===== config.mk =====
export PLATFORM = sky130hd
export DESIGN_NAME = hqm_system_mem_rf_pg_ctl
export DESIGN_NICKNAME = d
export VERILOG_FILES = /design/src/rtl/hqm_mem_pg_pkg.sv /design/src/rtl/hqm_mem_pg_fsm.sv /design/src/rtl/hqm_system_mem_rf_pg_ctl.sv
export SDC_FILE = /design/constraint.sdc
export NUM_CORES = 1
export LEC_CHECK = 0
export ABC_CLOCK_PERIOD_IN_PS = 2920
export CAP_MARGIN = 5
export CORE_AREA = 2 2 103 105
export DETAILED_ROUTE_END_ITERATION = 16
export DIE_AREA = 0 0 105 107
export GPL_ROUTABILITY_DRIVEN = 0
export PLACE_DENSITY = 0.84
export SLEW_MARGIN = 10
export SYNTH_ARGS = -nofsm -noshare
export SYNTH_HDL_FRONTEND = slang
export SYNTH_SLANG_ARGS = --single-unit

===== constraint.sdc =====
create_clock -name clk -period 2.92 [get_ports clk]
set_input_delay 0.438 -clock clk [delete_from_list [all_inputs] [get_ports clk]]
set_output_delay 0.438 -clock clk [all_outputs]
set_load 0.01 [all_outputs]

===== src/rtl/hqm_mem_pg_pkg.sv =====
// Shared types and helpers for the power-gated register-file controller.
package hqm_mem_pg_pkg;

  typedef enum logic [2:0] {
    PG_OFF,
    PG_UP,
    PG_ON,
    PG_DRAIN,
    PG_DOWN
  } pg_state_e;

  // Widest word the parity helper covers; callers zero-extend, which leaves parity unchanged.
  localparam int unsigned PAR_MAX_W = 256;

  function automatic logic even_par(input logic [PAR_MAX_W-1:0] d);
    return ^d;
  endfunction

endpackage


===== src/rtl/hqm_mem_pg_fsm.sv =====
// Power-gating sequencer: OFF -> UP -> ON -> DRAIN -> DOWN with a shared settle/drain counter.
module hqm_mem_pg_fsm
  import hqm_mem_pg_pkg::*;
#(
  parameter int unsigned RD_PIPE    = 0,
  parameter int unsigned PWR_UP_CYC = 4
) (
  input  logic clk,
  input  logic rst,
  input  logic pwr_req,
  input  logic pwr_enable_b_in,
  output logic pwr_ack,
  output logic pgcb_isol_en,
  output logic pwr_enable_b,
  output logic clr_vld
);

  localparam int unsigned UP_LAST = PWR_UP_CYC - 1;
  localparam int unsigned CNT_SAT = (UP_LAST > RD_PIPE) ? UP_LAST : RD_PIPE;
  localparam int unsigned CW      = (CNT_SAT < 2) ? 1 : $clog2(CNT_SAT + 1);

  pg_state_e     state, state_nxt;
  logic [CW-1:0] cnt, cnt_nxt;
  logic          pwr_req_q;

  // pwr_req comes from another agent, so it is registered once before the FSM acts on it.
  always_ff @(posedge clk) begin
    if (rst) begin
      state     <= PG_OFF;
      cnt       <= '0;
      pwr_req_q <= 1'b0;
    end else begin
      state     <= state_nxt;
      cnt       <= cnt_nxt;
      pwr_req_q <= pwr_req;
    end
  end

  always_comb begin
    state_nxt    = state;
    cnt_nxt      = (cnt == CW'(CNT_SAT)) ? cnt : cnt + 1'b1;
    pwr_ack      = 1'b0;
    pgcb_isol_en = 1'b1;
    pwr_enable_b = 1'b1;
    unique case (state)
      PG_OFF: begin
        cnt_nxt = '0;
        if (pwr_req_q) state_nxt = PG_UP;
      end
      PG_UP: begin
        pwr_enable_b = 1'b0;
        if (!pwr_req_q) state_nxt = PG_DOWN;
        else if (cnt >= CW'(UP_LAST) && !pwr_enable_b_in) state_nxt = PG_ON;
      end
      PG_ON: begin
        pwr_enable_b = 1'b0;
        pgcb_isol_en = 1'b0;
        pwr_ack      = 1'b1;
        cnt_nxt      = '0;
        if (!pwr_req_q) state_nxt = PG_DRAIN;
      end
      PG_DRAIN: begin
        pwr_enable_b = 1'b0;
        pgcb_isol_en = 1'b0;
        if (cnt >= CW'(RD_PIPE)) state_nxt = PG_DOWN;
      end
      PG_DOWN: begin
        if (pwr_enable_b_in) state_nxt = PG_OFF;
      end
      default: state_nxt = PG_OFF;
    endcase
    clr_vld = (state_nxt == PG_DOWN) && (state != PG_DOWN);
  end

endmodule


===== src/rtl/hqm_system_mem_rf_pg_ctl.sv =====
// Power-gated register file with per-word parity and valid bits, gated by the power sequencer.
module hqm_system_mem_rf_pg_ctl
  import hqm_mem_pg_pkg::*;
#(
  parameter int unsigned DEPTH      = 4,
  parameter int unsigned WIDTH      = 21,
  parameter int unsigned RD_PIPE    = 0,
  parameter int unsigned PWR_UP_CYC = 4,
  localparam int unsigned AW        = (DEPTH > 2) ? $clog2(DEPTH) : 1
) (
  input  logic             clk,
  input  logic             rst,
  input  logic             we,
  input  logic [AW-1:0]    waddr,
  input  logic [WIDTH-1:0] wdata,
  input  logic             re,
  input  logic [AW-1:0]    raddr,
  output logic [WIDTH-1:0] rdata,
  output logic             rvalid,
  output logic             rpar_err,
  output logic             rinv,
  output logic             access_err,
  input  logic             pwr_req,
  output logic             pwr_ack,
  output logic             pgcb_isol_en,
  output logic             pwr_enable_b,
  input  logic             pwr_enable_b_in
);

  localparam logic [AW:0] DEPTH_W = (AW+1)'(DEPTH);

  logic [WIDTH-1:0] mem [DEPTH];
  logic [DEPTH-1:0] par_q;
  logic [DEPTH-1:0] vld_q;
  logic             clr_vld;
  logic             w_in, r_in, wr_ok, rd_ok;
  logic [WIDTH-1:0] rd_data_c;
  logic             rd_perr_c, rd_inv_c;
  logic             s1_vld, s1_perr, s1_inv;
  logic [WIDTH-1:0] s1_data;

  hqm_mem_pg_fsm #(
    .RD_PIPE    (RD_PIPE),
    .PWR_UP_CYC (PWR_UP_CYC)
  ) u_fsm (
    .clk             (clk),
    .rst             (rst),
    .pwr_req         (pwr_req),
    .pwr_enable_b_in (pwr_enable_b_in),
    .pwr_ack         (pwr_ack),
    .pgcb_isol_en    (pgcb_isol_en),
    .pwr_enable_b    (pwr_enable_b),
    .clr_vld         (clr_vld)
  );

  assign w_in  = {1'b0, waddr} < DEPTH_W;
  assign r_in  = {1'b0, raddr} < DEPTH_W;
  assign wr_ok = pwr_ack && we && w_in;
  assign rd_ok = pwr_ack && re;

  always_ff @(posedge clk) begin
    if (wr_ok) mem[waddr] <= wdata;
  end

  // Out-of-range and never-written words both read back as an invalid, zero word.
  always_comb begin
    rd_data_c = '0;
    rd_perr_c = 1'b0;
    rd_inv_c  = 1'b1;
    if (r_in && vld_q[raddr]) begin
      rd_data_c = mem[raddr];
      rd_perr_c = even_par(PAR_MAX_W'(mem[raddr])) ^ par_q[raddr];
      rd_inv_c  = 1'b0;
    end
  end

  always_ff @(posedge clk) begin
    if (rst) begin
      vld_q      <= '0;
      par_q      <= '0;
      access_err <= 1'b0;
      s1_vld     <= 1'b0;
      s1_data    <= '0;
      s1_perr    <= 1'b0;
      s1_inv     <= 1'b0;
    end else begin
      if (clr_vld) begin
        vld_q <= '0;
      end else if (wr_ok) begin
        vld_q[waddr] <= 1'b1;
        par_q[waddr] <= even_par(PAR_MAX_W'(wdata));
      end
      access_err <= ((we || re) && !pwr_ack) ||
                    (pwr_ack && we && !w_in) || (pwr_ack && re && !r_in);
      s1_vld <= rd_ok;
      if (rd_ok) begin
        s1_data <= rd_data_c;
        s1_perr <= rd_perr_c;
        s1_inv  <= rd_inv_c;
      end
    end
  end

  if (RD_PIPE == 0) begin : g_no_pipe
    assign rvalid   = s1_vld;
    assign rdata    = s1_data;
    assign rpar_err = s1_perr;
    assign rinv     = s1_inv;
  end else begin : g_pipe
    always_ff @(posedge clk) begin
      if (rst) begin
        rvalid   <= 1'b0;
        rdata    <= '0;
        rpar_err <= 1'b0;
        rinv     <= 1'b0;
      end else begin
        rvalid <= s1_vld;
        if (s1_vld) begin
          rdata    <= s1_data;
          rpar_err <= s1_perr;
          rinv     <= s1_inv;
        end
      end
    end
  end

endmodule

## After elaboration in Yosys (flattened, before gate mapping)

Memory sizes are Yosys's and may differ from the RTL's.
Index checks and enable logic that the tools add are counted.
W data, S select, Z words.

- Flip-flop bits (word level): 39
- Bits in latches: 0
- Memory bits (writable): 84
- ROM bits: 0
- Output and inout port bits: 28
- Word-level logic and storage cells: 66
- Memories: 1

- $add $sub $neg: 1
- Multiply operators: 0
- Divide/modulo/power cells: 0
- $lt $le $gt $ge: 5
- Equal/unequal tests: 7
- Shifts and indexed selects: 0
- Multiplexer cells: 22
- Bitwise operators: 3
- Reduce and logical (&&, ||, !) cells: 17

Memories:

| memory | depth | width | rd ports | clocked after Yosys merged registers in | wr ports | RTL line | text |
|---|---|---|---|---|---|---|---|
| mem | 4 | 21 | 1 | 0 | 1 | hqm_system_mem_rf_pg_ctl.sv:32 | `logic [WIDTH-1:0] mem [DEPTH];` |

Operators by type and width:

| kind | count |
|---|---|
| $reduce_xor A256 Y1 | 2 |
| $mux W21 | 1 |
| $mux W3 | 6 |
| $pmux W3 S5 | 1 |
| $mux W1 | 10 |
| $eq A3 B2 Y1 const B | 2 |
| $eq A3 B3 Y1 const B | 2 |
| $logic_and A1 B1 Y1 | 6 |
| $lt A2 B3 Y1 const B | 2 |
| $reduce_or A3 Y1 | 2 |
| $bmux W1 S2 | 2 |
| $bwmux W4 | 1 |
| $ge A2 B1 Y1 const B | 2 |
| $or A4 B4 Y4 | 1 |
| $reduce_or A2 Y1 | 2 |
| $eq A3 B1 Y1 const B | 1 |
| $logic_not A3 Y1 | 1 |
| $ne A3 B3 Y1 const B | 1 |
| $add A2 B1 Y2 const B | 1 |
| $demux W1 S2 | 1 |
| $eq A2 B2 Y1 const B | 1 |
| $ge A2 B2 Y1 const B | 1 |
| $logic_not A1 Y1 | 2 |
| $reduce_and A2 Y1 | 1 |
| other kinds (3) | 3 |

## Longest topological paths before layout

- Depth in word-level cells: 9
- Gate-level depth with buffers: 9
- Depth with buffers taken out: 7

## Modules after synthesis

A second synthesis with hierarchy kept.

- Cells, all modules: 324
- Area, all modules: 4943.5 µm²

By module, submodules not included:

| module | instances | cells an instance | area an instance (µm²) | seq. area each (µm²) |
|---|---|---|---|---|
| hqm_system_mem_rf_pg_ctl | 1 | 296 | 4674.5 | 3183.1 |
| hqm_mem_pg_fsm | 1 | 28 | 269.0 | 120.1 |

## Least setup slack after synthesis

Ideal clock, no wire load.

- Kind: reg-to-reg
- From: register u_fsm.state[0]
- To: register par_q[0]
- Arrival time: 3.126 ns
- Required time: 2.792 ns
- Slack: -0.333 ns
- Stages on the path, launching flop included: 7
- Path through: dfxtp_1 > nand2b_1 > nor2_1 > and2_1 > nor3b_1 > mux2i_1 > nor2_1

- Elaborated cells between the ends (all ways): 19

RTL lines:

| what | RTL line | text |
|---|---|---|
| start, declared | hqm_mem_pg_fsm.sv:22 | `pg_state_e state, state_nxt;` |
| start signal, assigned | hqm_mem_pg_fsm.sv:33 | `state <= state_nxt;` |
| $eq A3 B2 Y1 | hqm_mem_pg_fsm.sv:45 | `unique case (state)` |
| $mux W1 | hqm_mem_pg_fsm.sv:45 |  |
| net pwr_ack | hqm_system_mem_rf_pg_ctl.sv:24 | `output logic pwr_ack,` |
| $logic_and A1 B1 Y1 | - |  |
| $reduce_and A2 Y1 (no line) | - |  |
| end signal, assigned by index | hqm_system_mem_rf_pg_ctl.sv:91 | `par_q[waddr] <= even_par(PAR_MAX_W'(wdata));` |
| end, declared | hqm_system_mem_rf_pg_ctl.sv:33 | `logic [DEPTH-1:0] par_q;` |

The timed path passes the listed nets, and every way through them passes these cells.
A chain may end at the register's enable or synchronous reset.

## Worst setup path after layout

- From: input raddr[0]
- To: register s1_perr (netlist: rpar_err)

- Cells in the longest elaborated chain, start to end: 4
- Elaborated cells between the ends (all ways): 8

RTL lines:

| what | RTL line | text |
|---|---|---|
| start, declared | hqm_system_mem_rf_pg_ctl.sv:17 | `input logic [AW-1:0] raddr,` |
| $mem_v2 Z4 W21 / $bmux W1 S2 (equally long branches) | - |  |
| $reduce_xor A256 Y1 / $mux W1 (equally long branches) | hqm_mem_pg_pkg.sv:16, hqm_system_mem_rf_pg_ctl.sv:72 |  |
| $xor A1 B1 Y1 | hqm_system_mem_rf_pg_ctl.sv:72 | `rd_perr_c = even_par(PAR_MAX_W'(mem[raddr])) ^ par_q[raddr];` |
| $mux W1 (*) | hqm_system_mem_rf_pg_ctl.sv:70 | `if (r_in && vld_q[raddr]) begin` |
| end signal, assigned | hqm_system_mem_rf_pg_ctl.sv:98 | `s1_perr <= rd_perr_c;` |
| end, declared | hqm_system_mem_rf_pg_ctl.sv:39 | `logic s1_vld, s1_perr, s1_inv;` |

Every way passes the cells marked *; elsewhere a longest branch is shown, timed or not. The select of a mux whose other input is x is not followed.

==> results.toml <==
[logic_synthesis]
synth_top_area_frac = 0.512
avgSynthCellArea_um2 = 15.3
yosysTopAreaCell = "edfxtp_1"
synth_area_um2 = 4920
synth-async-reset-ratio = 0
yosys_warnings = 0
netlist_instances = 322
ys_types = 31
yosys-top-cells-area = "edfxtp_1 (51%), dfxtp_1 (16%), mux4_2 (9.2%), xnor2_1 (5.7%), a21oi_1 (2.5%)"
synthesis.nets = 354
yosysSeqAreaShare = 0.671
synth_top_flop_cell = "edfxtp_1"
synth_edf_count = 84
ys_ff_latch = 123

[sta]
rsz0062_at_grt = "false"
fin_skew_ns = 0.00904
setup_viol = 0
fmax_mhz = 418
hold_viol = 0
slew_viol_final = 0
final.period_utilization = 0.820
worst_slew_pin_slew_ns = 0.540
slew_headroom = 0.639
period_minus_slack_ns = 2.39
holdWs_ns = 0.452

[layout]
fillers = 755
final_util = 0.625
layout-drive-gt1-share = 0.165
fin_area_um2 = 6310
final_cell_mix = "edfxtp_1 (84), clkdlybuf4s50_1 (58), dfxtp_1 (39), xnor2_1 (32), nand2_1 (27)"
antenna_cells = 0
syn2layout_area_growth_pct = 28.2
final_common_cell = "edfxtp_1"
final_nets = 425

[global_routing]
grt_pass1_vias = 3137
grt_pass1_wl_um = 16200
grt_max_degree = 25
grt_use_total = 0.194
grt-ovfl-total = 0
antenna_found_initial = 0

[worst_setup_path]
crit_fanout = 20
endpoint_kind = "flop"
path_cells = "clkdlybuf4s50_1 > buf_12 > mux4_1 > xor2_1 > xnor2_1 > xnor2_1 > xnor2_1 > nor3_1 > nand3b_1"
worstPathRequired_ns = 3.31
cpMostUsedCell = "xnor2_1"
max_stage_delay_ns = 0.63
worst_ep_arrival_time_ns = 2.79
path_class = "primary input to flop"
critPathSlowestCell = "mux4_1"
cp-start-kind = "primary input"

[route]
drc = 0
wl_per_cell_um = 18.5
first_pass_iters = 4
totalWireLength_um = 10000
ant_nets = 0
drt_iter0_markers = 172
vias = 2954
routed_via_density = 5.45

[pwr]
irDropWorstVdd_mv = 0.300
power_density_nw_per_um2 = 682
leakage_uw = 0.00206
p_total_uw = 4310

[clocking]
clk_pin_slew_worst_paths_ns = 0.06
numCtsBuffers = 17
ctsLongestPathBuffers = 2
h-tree-depth = 4
post-cts-setup-buffers = 0
cts_resized = 0
numClockSinks = 123
clock-root-buffer = "clkbuf_8"
clkLatencyLatePin_ns = 0.51
cts_tree = "built"
cts_hold_buf = 0

[floorplan]
core-area_um2 = 10100
fp.dieH_um = 107
initial_core_util = 0.488
rows = 37
dieArea_um2 = 11200
die-width_um = 105
ios = 59

[run_status]
outcome = "completed"

[flow_run]
cap_violations = 0

[placement]
dpl.hpwl_um = 6330
port_buffers = 58
placement.cell_area_um2 = 5700

[hold_path]
min_path_type = "flop to flop"
==> layout make-up <==
type | instances | area, um2 | area share
Sequential cell | 123 | 3300 | 0.523
Multi-Input combinational cell | 182 | 1540 | 0.244
Timing Repair Buffer | 68 | 681 | 0.108
Clock buffer | 18 | 418 | 0.0662
Clock inverter | 14 | 196 | 0.0311
Tap cell | 136 | 170 | 0.0270
Inverter | 1 | 3.75 | 0.000595
==> metal layers <==
metal	track usage	part of all wire
met5	0	0
met4	0.0705	0.014
met3	0.0699	0.067
met2	0.319	0.51
met1	0.236	0.41
==> worst paths after layout <==
check,from,endpoint,slack [ns],cells after the start
worst max register to register,u_fsm.state[0],par_q[0],0.84,7
worst max-delay path,raddr[0],rpar_err,0.53,9
worst min-delay path,rdata[7],rdata[7],0.45,2
worst min register to register,rdata[7],rdata[7],0.45,2
==> cell families (layout without fill, tap and decap cells) <==
kind of cell    count (synthesis)  in the layout  synth area share
compound gates                 36             36            0.0409
xor+xnor                       41             41            0.0775
fa+ha+maj                       1              1           0.00254
buf+inv                        17            101            0.0198
flops                         123            123             0.671
mux                            26             26             0.114
simple gates                   78             78            0.0745
==> power breakdown <==
| part | internal (uW) | switching (uW) | leakage [uW] |
|---|---|---|---|
| Clock | 1390 | 750 | 0.000291 |
| Sequential | 1860 | 3.33 | 0.00107 |
| Combinational | 153 | 150 | 0.000701 |
==> Yosys cell counts, types with 2 or more instances <==
library cell	instances
buf_2	2
o21ai_0	2
a21oi_1	25
buf_6	2
nor3_1	3
nand2_1	27
mux4_2	20
a211oi_1	2
xor2_1	6
edfxtp_1	84
clkbuf_1	11
o21a_1	4
mux2i_1	3
and2_1	2
nand2b_1	3
xnor2_1	32
mux4_1	3
nand3b_1	4
o21bai_1	2
dfxtp_1	39
nand3_1	21
nor2b_1	2
nand4_1	2
xnor2_2	3
nor2_1	12
==> through the flow <==
| stage | TNS (ns) | worst slack, ns | std cells |
|---|---|---|---|
| 2_1_floorplan | 0 | 0.491 | 322 |
| 3_3_place_gp | 0 | 0.00687 | 510 |
| 3_5_place_dp | -0.0192 | -0.0192 | 510 |
| 4_1_cts | 0 | 0.535 | 542 |
| 5_1_grt | 0 | 0.421 | 542 |
| 6_report | 0 | 0.526 | 542 |
==> registers in the layout, summed over array words and instances (netlist names), 2 cells and up <==
name         cells
par_q            4
vld_q            4
u_fsm.state      3
mem             84
u_fsm.cnt        2
rdata           21
==> critical path: cells and delay by family <==
family,cells,cell delay (ns)
buffers and inverters,2,0.72
AND/OR/NAND/NOR,2,0.22
multiplexers,1,0.63
XOR/XNOR,4,0.77
Power figures use the tool's default switching activity.
